File: config.mk
export PLATFORM = sky130hd
export DESIGN_NAME = apb_master_bridge_mc
export DESIGN_NICKNAME = d
export VERILOG_FILES = /design/src/rtl/apb_master_bridge_mc.sv
export SDC_FILE = /design/constraint.sdc
export NUM_CORES = 1
export LEC_CHECK = 0
export ABC_AREA = 1
export CAP_MARGIN = 20
export CORE_AREA = 2 2 121 123
export DETAILED_ROUTE_END_ITERATION = 10
export DIE_AREA = 0 0 123 125
export PLACE_DENSITY = 0.78
export SYNTH_ARGS = -nofsm -noshare
export SYNTH_HDL_FRONTEND = slang
export SYNTH_SLANG_ARGS = --single-unit
File: constraint.sdc
create_clock -name pclk -period 4.25 [get_ports pclk]
set_input_delay 1.0625 -clock pclk [delete_from_list [all_inputs] [get_ports pclk]]
set_output_delay 1.0625 -clock pclk [all_outputs]
set_load 0.05 [all_outputs]
File: src/rtl/apb_master_bridge_mc.sv
// Multi-completer APB4 requester bridge: valid/ready command port in, address-decoded
// psel, wait-state timeout, registered single-cycle response out.
//
// state  | meaning
// IDLE   | no transfer in flight, ready for a command
// SETUP  | psel asserted, penable low, fields stable
// ACCESS | psel and penable asserted, waiting for pready, decode error or timeout
module apb_master_bridge_mc #(
  parameter int ADDR_W  = 32,
  parameter int DATA_W  = 32,
  parameter int NUM_SLV = 4,
  parameter int SEL_LSB = 12,
  parameter int TIMEOUT = 16
) (
  input  logic                      pclk,
  input  logic                      preset,
  input  logic                      req_valid,
  output logic                      req_ready,
  input  logic                      req_write,
  input  logic [ADDR_W-1:0]         req_addr,
  input  logic [DATA_W-1:0]         req_wdata,
  input  logic [DATA_W/8-1:0]       req_strb,
  output logic                      rsp_valid,
  output logic [DATA_W-1:0]         rsp_rdata,
  output logic                      rsp_err,
  output logic [NUM_SLV-1:0]        psel,
  output logic                      penable,
  output logic                      pwrite,
  output logic [ADDR_W-1:0]         paddr,
  output logic [DATA_W-1:0]         pwdata,
  output logic [DATA_W/8-1:0]       pstrb,
  input  logic [NUM_SLV*DATA_W-1:0] prdata,
  input  logic [NUM_SLV-1:0]        pready,
  input  logic [NUM_SLV-1:0]        pslverr
);

  localparam int STRB_W = DATA_W / 8;
  localparam int SEL_W  = (NUM_SLV > 1) ? $clog2(NUM_SLV) : 1;
  localparam int CNT_W  = (TIMEOUT > 1) ? $clog2(TIMEOUT) : 1;
  localparam logic [CNT_W-1:0] CNT_LAST = (TIMEOUT > 0) ? CNT_W'(TIMEOUT - 1) : '0;

  typedef enum logic [1:0] {IDLE, SETUP, ACCESS} state_t;

  state_t              state_q, state_d;
  logic [SEL_W-1:0]    req_idx, idx_q;
  logic                req_derr, derr_q;
  logic [ADDR_W-1:0]   addr_q;
  logic                write_q;
  logic [DATA_W-1:0]   wdata_q;
  logic [STRB_W-1:0]   strb_q;
  logic [CNT_W-1:0]    wcnt_q;
  logic                sel_ready, sel_err;
  logic [DATA_W-1:0]   sel_rdata;
  logic                in_access, tout, done, accept;
  logic                rsp_valid_q, rsp_err_q;
  logic [DATA_W-1:0]   rsp_rdata_q;

  generate
    if (NUM_SLV > 1) begin : g_dec
      assign req_idx = req_addr[SEL_LSB +: SEL_W];
    end else begin : g_nodec
      assign req_idx = '0;
    end
  endgenerate

  // Only a non-power-of-two NUM_SLV can leave index codes without a completer.
  assign req_derr = (int'(req_idx) >= NUM_SLV);

  always_comb begin
    sel_ready = 1'b0;
    sel_err   = 1'b0;
    sel_rdata = '0;
    for (int i = 0; i < NUM_SLV; i++) begin
      if (!derr_q && idx_q == SEL_W'(i)) begin
        sel_ready = pready[i];
        sel_err   = pslverr[i];
        sel_rdata = prdata[i*DATA_W +: DATA_W];
      end
    end
  end

  assign in_access = (state_q == ACCESS);
  assign tout      = (TIMEOUT > 0) && in_access && !derr_q && !sel_ready && (wcnt_q == CNT_LAST);
  assign done      = in_access && (sel_ready || derr_q || tout);
  assign accept    = req_valid && req_ready;

  always_comb begin
    state_d   = state_q;
    req_ready = 1'b0;
    case (state_q)
      IDLE: begin
        req_ready = 1'b1;
        if (req_valid) state_d = SETUP;
      end
      SETUP: state_d = ACCESS;
      ACCESS: begin
        if (done) begin
          req_ready = 1'b1;
          state_d   = req_valid ? SETUP : IDLE;
        end
      end
      default: state_d = IDLE;
    endcase
  end

  always_ff @(posedge pclk) begin
    if (preset) state_q <= IDLE;
    else        state_q <= state_d;
  end

  always_ff @(posedge pclk) begin
    if (preset) begin
      addr_q      <= '0;
      write_q     <= 1'b0;
      wdata_q     <= '0;
      strb_q      <= '0;
      idx_q       <= '0;
      derr_q      <= 1'b0;
      wcnt_q      <= '0;
      rsp_valid_q <= 1'b0;
      rsp_err_q   <= 1'b0;
      rsp_rdata_q <= '0;
    end else begin
      if (accept) begin
        addr_q  <= req_addr;
        write_q <= req_write;
        wdata_q <= req_wdata;
        strb_q  <= req_write ? req_strb : '0;
        idx_q   <= req_idx;
        derr_q  <= req_derr;
      end
      if (state_q == SETUP)        wcnt_q <= '0;
      else if (in_access && !done) wcnt_q <= wcnt_q + CNT_W'(1);
      rsp_valid_q <= done;
      rsp_err_q   <= done && (derr_q || tout || (sel_ready && sel_err));
      rsp_rdata_q <= (done && !write_q && sel_ready && !sel_err) ? sel_rdata : '0;
    end
  end

  always_comb begin
    psel = '0;
    if (state_q != IDLE && !derr_q) begin
      for (int i = 0; i < NUM_SLV; i++) psel[i] = (idx_q == SEL_W'(i));
    end
  end

  assign penable   = in_access;
  assign pwrite    = write_q;
  assign paddr     = addr_q;
  assign pwdata    = wdata_q;
  assign pstrb     = strb_q;
  assign rsp_valid = rsp_valid_q;
  assign rsp_err   = rsp_err_q;
  assign rsp_rdata = rsp_rdata_q;

endmodule

==> impl_metrics.env, run 1 <==
export IMPL_outcome="complete, no violations"
export IMPL_core_mm2=0.01420
export IMPL_synth_xor_area_frac=0.003544
export IMPL_first_iter_violations=242
export IMPL_cts_max_path_buffers=2
export IMPL_p_clk_frac=0.312
export IMPL_synth_top_family_by_area="simple AND/OR/NAND/NOR gates"
export IMPL_p_comb_frac=0.301
export IMPL_hold_viol=0
export IMPL_rsz0062_at_grt="false"
export IMPL_cp_slowest_stage_delay_ps=400
export IMPL_fin_skew_ps=9.885
export IMPL_ys_ff_latch=109
export IMPL_synth_adder_area_share=0.002532
export IMPL_antenna_cells=0
export IMPL_drc=0
export IMPL_finish_net_count=1188
export IMPL_antenna_found_initial=0
export IMPL_slew_violations=0
export IMPL_cts_made_buffers=9
export IMPL_slowest_stage="clkdlybuf4s50_1"
export IMPL_start_util=0.3480
export IMPL_clk_pin_slew_worst_paths_ps=80
export IMPL_fp_row_count=44
export IMPL_wirelength_um=18520
export IMPL_final_cell_mix="clkdlybuf4s50_1 (313), nor2_1 (164), nand2_1 (147), dfxtp_1 (109), o21ai_0 (68)"
export IMPL_critPathTopFamily="buffers and inverters"
export IMPL_pin_count=317
export IMPL_fmax_mhz=293.2
export IMPL_post_route_min_period_ps=3411
export IMPL_tns_ps=0
export IMPL_peakVddDrop_mv=0.1978
export IMPL_synth_mux_area_frac=0
export IMPL_critPathCaptureType="output pin"
export IMPL_cts_resized=0
export IMPL_grt_use_total=0.2308
export IMPL_worstSetupStartpoint="pready[1]"
export IMPL_cp_required_ps=3190
export IMPL_seqPwrFrac=0.387
export IMPL_cts_sinks=109
export IMPL_hp_class="reg2reg"
export IMPL_synth_compound_area_share=0.07899
export IMPL_grt_max_degree=70
export IMPL_synth_warnings=0
export IMPL_period_share=0.8026
export IMPL_critPathArrivalTime_ps=2350
export IMPL_power_density_mw_per_mm2=341.4
export IMPL_die_area_mm2=0.01538
export IMPL_synth_avg_cell_area_um2=7.173
export IMPL_tritoncts="yes"
export IMPL_p_leak_nw=3.433
export IMPL_vias_per_cell=4.753
export IMPL_synth_top_area_share=0.4415
export IMPL_dp_hpwl_um=13330
export IMPL_synth_cell_types=26
export IMPL_yosysSeqAreaShare=0.4415
export IMPL_finalSetupViolCount=0
export IMPL_worst_path_buf_inv=2
export IMPL_maxCapViolations=0
export IMPL_vias=5552
export IMPL_wl_per_cell_um=15.85
export IMPL_cts_hold_buffers=0
export IMPL_syn_inst=689
export IMPL_first_global_vias=5256
export IMPL_cts_max_level=3
export IMPL_hold_start="pstrb[0]$_SDFFE_PP0P_"
export IMPL_grt_pass1_wl_um=27600
export IMPL_worst_slew_pin_slew_ps=734.1
export IMPL_ys_top_cells_by_area="dfxtp_1 (44%), nor2_1 (13%), nand2_1 (11%), nand3b_1 (9.7%), o21ai_0 (6.9%)"
export IMPL_post_cts_buffers=0
export IMPL_worstSetupStartpointType="primary input"
export IMPL_rr_startpoint="paddr[13]$_SDFFE_PP0P_"
export IMPL_synth_nets=898
export IMPL_hold_ws_ps=464.9
export IMPL_drive_above_1_share=0.04472
export IMPL_cp_max_fo=7
export IMPL_yosysTopAreaCell="dfxtp_1"
export IMPL_p_sw_mw=0.9450
export IMPL_synthSimpleGateAreaFrac=0.4091
export IMPL_path_class="in2out"
export IMPL_gp_congestion=0.8393
export IMPL_crit_chain="clkdlybuf4s50_1, o21ai_0, nand3_1, nand2_4, nand2_1, nand2_1, o21ai_0, buf_4"
export IMPL_antenna_left=0
export IMPL_power_share_switching=0.3267
export IMPL_final_common_cell="clkdlybuf4s50_1"
export IMPL_port_buffers=316
export IMPL_area_growth_pct=71.47
export IMPL_die_x_um=123
export IMPL_cts_root_buf="clkbuf_16"
export IMPL_first_pass_iters=6
export IMPL_die_h_um=125
export IMPL_synth_cell_area_mm2=0.004942
export IMPL_clk_latency_ps=350
export IMPL_relSlewSlack=0.5099
export IMPL_overflow=0
export IMPL_intPower_mw=1.948
[layer usage]
| metal | routed length (um) | share of wire | vias to the layer above | track usage |
|---|---|---|---|---|
| li1 | - | - | 2805 | - |
| met1 | 7247 | 0.39 | 2499 | 0.2538 |
| met2 | 8653 | 0.47 | 223 | 0.3877 |
| met3 | 2109 | 0.11 | 25 | 0.1081 |
| met4 | 507 | 0.027 | 0 | 0.08088 |
| met5 | 0 | 0 | - | 0 |
[registers in the layout, summed over array words and instances, names as in the netlist, 2 cells and up]
signal,cells
pwdata,32
rsp_rdata,32
paddr,31
pstrb,4
wcnt_q,4
state_q,2
[worst paths after layout]
kind              slack (ps)                  endpoint  cells after the start
hold / removal           460     pstrb[0]$_SDFFE_PP0P_                      2
setup reg to reg        1730  rsp_rdata[26]$_SDFF_PP0_                     10
setup / recovery         840                 req_ready                      8
hold reg to reg          460     pstrb[0]$_SDFFE_PP0P_                      2
[logic make-up after synthesis]
group                      Yosys count
AOI/OAI and AO/OA                   78
xor gates and xnor gates             2
adders and majority gates            1
buffers and inverters               59
DFF                                109
and+or+nand+nor                    440
[power by group through the flow]
| stage | registers (mW) | clock network [mW] | logic (mW) |
|---|---|---|---|
| after floorplan | 1.34 | 0 | 0.291 |
| after global placement | 1.14 | 0 | 0.867 |
| after detailed placement | 1.14 | 0 | 0.872 |
| after CTS | 1.12 | 0.931 | 0.877 |
| after global routing | 1.13 | 0.971 | 0.938 |
| final | 1.12 | 0.904 | 0.870 |
[layout make-up]
| type | instances | area [um^2] |
|---|---|---|
| fill | 1375 | 5729 |
| timing repair buffer | 327 | 3251 |
| multi-input combinational | 521 | 2452 |
| sequential | 109 | 2182 |
| clock buffer | 10 | 239.0 |
| tap | 184 | 230.2 |
| clock inverter | 6 | 76.32 |
| inverter | 11 | 43.79 |
[per-stage QoR]
stage                     area, um^2  power [mW]  instances  setup slack, ps  utilization
final                           8474       2.893       1168            839.2       0.5966
after global placement          8159       2.007       1152            882.2       0.5744
after CTS                       8474       2.927       1168            800.5       0.5966
after floorplan                 4942       1.636        689             1067            -
after detailed placement        8159       2.015       1152            828.9       0.5744
after global routing            8474       3.036       1168            587.6       0.5966
[synth_stat cells, drive strengths merged]
library cell,n
nor2,169
nand2,151
dfxtp,109
o21ai,68
nand3b,64
nand3,46
clkbuf,28
buf,20
inv,11
a21oi,10
nand4,5
nor3,3
and2,1
ha,1
or2,1
xnor2,1
xor2,1
[worst register-to-register path, stage by stage (launching register included)]
cell,delay (ps)
dfxtp_1,740
inv_2,130
nor2_2,100
buf_4,340
nand2_1,110
nand3_1,70
o21ai_0,90
nand3_1,100
nor2_1,60
nand2_2,510
nor2_1,130
No activity file was read; power rests on OpenSTA's default activity.
==> run 2, diff against run 1 <==
Settings changed: CORE_AREA 2 2 121 123 to default, CORE_MARGIN from default to 2, CORE_UTILIZATION from default to 33, DIE_AREA 0 0 123 125 to default, PLACE_DENSITY 0.78 to 0.77.
Clock period 4.25 ns to 2.95 ns, I/O delays scaled along.
==> run 2 against run 1 <==
Effect of this change: wire length fell by 1.2%; clock-buffer cell count stayed put; worst setup slack got worse by 620 ps; final cell count up 0.26%; critical path type unchanged.
==> impl_metrics.env, run 2 (same netlist as run 1, synthesis figures left out) <==
export IMPL_outcome="complete, no violations"
export IMPL_cts_root_buf="clkbuf_16"
export IMPL_cts_max_level=3
export IMPL_worstSetupStartpointType="primary input"
export IMPL_post_route_min_period_ps=2727
export IMPL_vias_per_cell=4.758
export IMPL_worst_slew_pin_slew_ps=676.6
export IMPL_worstSetupStartpoint="pready[1]"
export IMPL_grt_use_total=0.2191
export IMPL_port_buffers=316
export IMPL_cp_max_fo=7
export IMPL_reg2reg_to="rsp_rdata[24]$_SDFF_PP0_"
export IMPL_first_pass_iters=4
export IMPL_post_cts_buffers=0
export IMPL_clk_pin_slew_worst_paths_ps=70
export IMPL_tns_ps=0
export IMPL_drive_above_1_share=0.04970
export IMPL_die_area_mm2=0.01597
export IMPL_vias=5572
export IMPL_dp_cells=1154
export IMPL_finalSetupViolCount=0
export IMPL_final_cell_mix="clkdlybuf4s50_1 (309), nor2_1 (164), nand2_1 (147), dfxtp_1 (109), o21ai_0 (68)"
export IMPL_clk_latency_ps=350
export IMPL_core_mm2=0.01459
export IMPL_start_util=0.3388
export IMPL_rr_startpoint="idx_q[0]$_SDFFE_PP0P_"
export IMPL_p_leak_nw=3.451
export IMPL_slew_violations=0
export IMPL_antenna_found_initial=1
export IMPL_tritoncts="yes"
export IMPL_rsz0062_at_grt="false"
export IMPL_cts_sinks=109
export IMPL_fin_cells=1171
export IMPL_hold_viol=0
export IMPL_critPathArrivalTime_ps=1990
export IMPL_fmax_mhz=366.7
export IMPL_power_density_mw_per_mm2=480.2
export IMPL_area_growth_pct=72.15
export IMPL_die_x_um=126.4
export IMPL_dp_hpwl_um=13550
export IMPL_pin_count=317
export IMPL_antenna_left=0
export IMPL_hold_ws_ps=461.3
export IMPL_cts_max_path_buffers=2
export IMPL_die_h_um=126.4
export IMPL_fin_skew_ps=9.300
export IMPL_gp_congestion=0.8396
export IMPL_crit_path_end="req_ready"
export IMPL_period_share=0.9243
export IMPL_final_common_cell="clkdlybuf4s50_1"
export IMPL_wl_per_cell_um=15.62
export IMPL_hp_class="reg2reg"
export IMPL_first_iter_violations=319
export IMPL_cts_hold_buffers=0
export IMPL_maxCapViolations=0
export IMPL_wirelength_um=18300
export IMPL_critPathCaptureType="output pin"
export IMPL_grt_pass1_wl_um=27660
export IMPL_fp_row_count=44
export IMPL_peakVddDrop_mv=0.3245
export IMPL_fillers=1351
export IMPL_grt_max_degree=65
export IMPL_cts_resized=0
export IMPL_r2r_slack_ps=920
export IMPL_relSlewSlack=0.5489
export IMPL_finish_net_count=1190
export IMPL_ff2ff_path_depth=10
export IMPL_utilization=0.5832
export IMPL_cp_required_ps=2210
export IMPL_first_global_vias=5227
export IMPL_path_class="in2out"
export IMPL_cts_made_buffers=9
export IMPL_overflow=0
export IMPL_drc=0
export IMPL_p_total_mw=4.086
[run 2: changes by cell type in the layout (fill, tap and decap cells not counted)]
cell and change:
buf_12 +4, buf_4 +2, clkbuf_1 +1, clkbuf_8 -1
clkdlybuf4s50_1 -4, clkinv_2 +3, diode_2 +1, inv_6 -2
inv_8 -1
[run 2: power breakdown]
group	switching, mW	total [mW]	internal [mW]
registers	0.0518	1.61	1.56
logic	0.701	1.26	0.554
clock network	0.559	1.22	0.660
[run 2: final cells by class]
| cell class | instances | area (um^2) | share of cell area |
|---|---|---|---|
| inverter | 11 | 43.79 | 0.005147 |
| multi-input combinational | 521 | 2452 | 0.2882 |
| clock inverter | 6 | 62.56 | 0.007353 |
| clock buffer | 10 | 229.0 | 0.02691 |
| tap | 184 | 230.2 | 0.02706 |
| antenna | 1 | 2.502 | 0.0002941 |
| timing repair buffer | 329 | 3306 | 0.3885 |
| sequential | 109 | 2182 | 0.2565 |
[run 2: worst min path at each step]
stage                                 startpoint                      to  slack, ps  depth (start not counted)
after floorplan           wcnt_q[1]$_SDFFE_PP0P_  wcnt_q[1]$_SDFFE_PP0P_        460                          2
after global placement     pstrb[0]$_SDFFE_PP0P_   pstrb[0]$_SDFFE_PP0P_        450                          2
after detailed placement   pstrb[0]$_SDFFE_PP0P_   pstrb[0]$_SDFFE_PP0P_        450                          2
after CTS                  pstrb[0]$_SDFFE_PP0P_   pstrb[0]$_SDFFE_PP0P_        460                          2
after global routing       pstrb[1]$_SDFFE_PP0P_   pstrb[1]$_SDFFE_PP0P_        500                          2
final                      pstrb[0]$_SDFFE_PP0P_   pstrb[0]$_SDFFE_PP0P_        460                          2
[run 2: stage by stage]
stage	setup slack, ps	area, um^2
after floorplan	92.19	4942
after global placement	224.6	8214
after detailed placement	219.2	8214
after CTS	214.1	8506
after global routing	110.7	8508
final	223.3	8508
[run 2: routing by layer]
metal / GRT usage / share of wire
met5: 0 / 0
met1: 0.2414 / 0.39
met2: 0.3857 / 0.49
met4: 0.09438 / 0.028
met3: 0.07128 / 0.085
[run 2: critical path, stage by stage]
cell	delay, ps
clkdlybuf4s50_1	390
o21ai_0	150
nand3_1	150
nand2_4	140
nand2_1	60
nand2_1	80
o21ai_0	90
buf_4	200
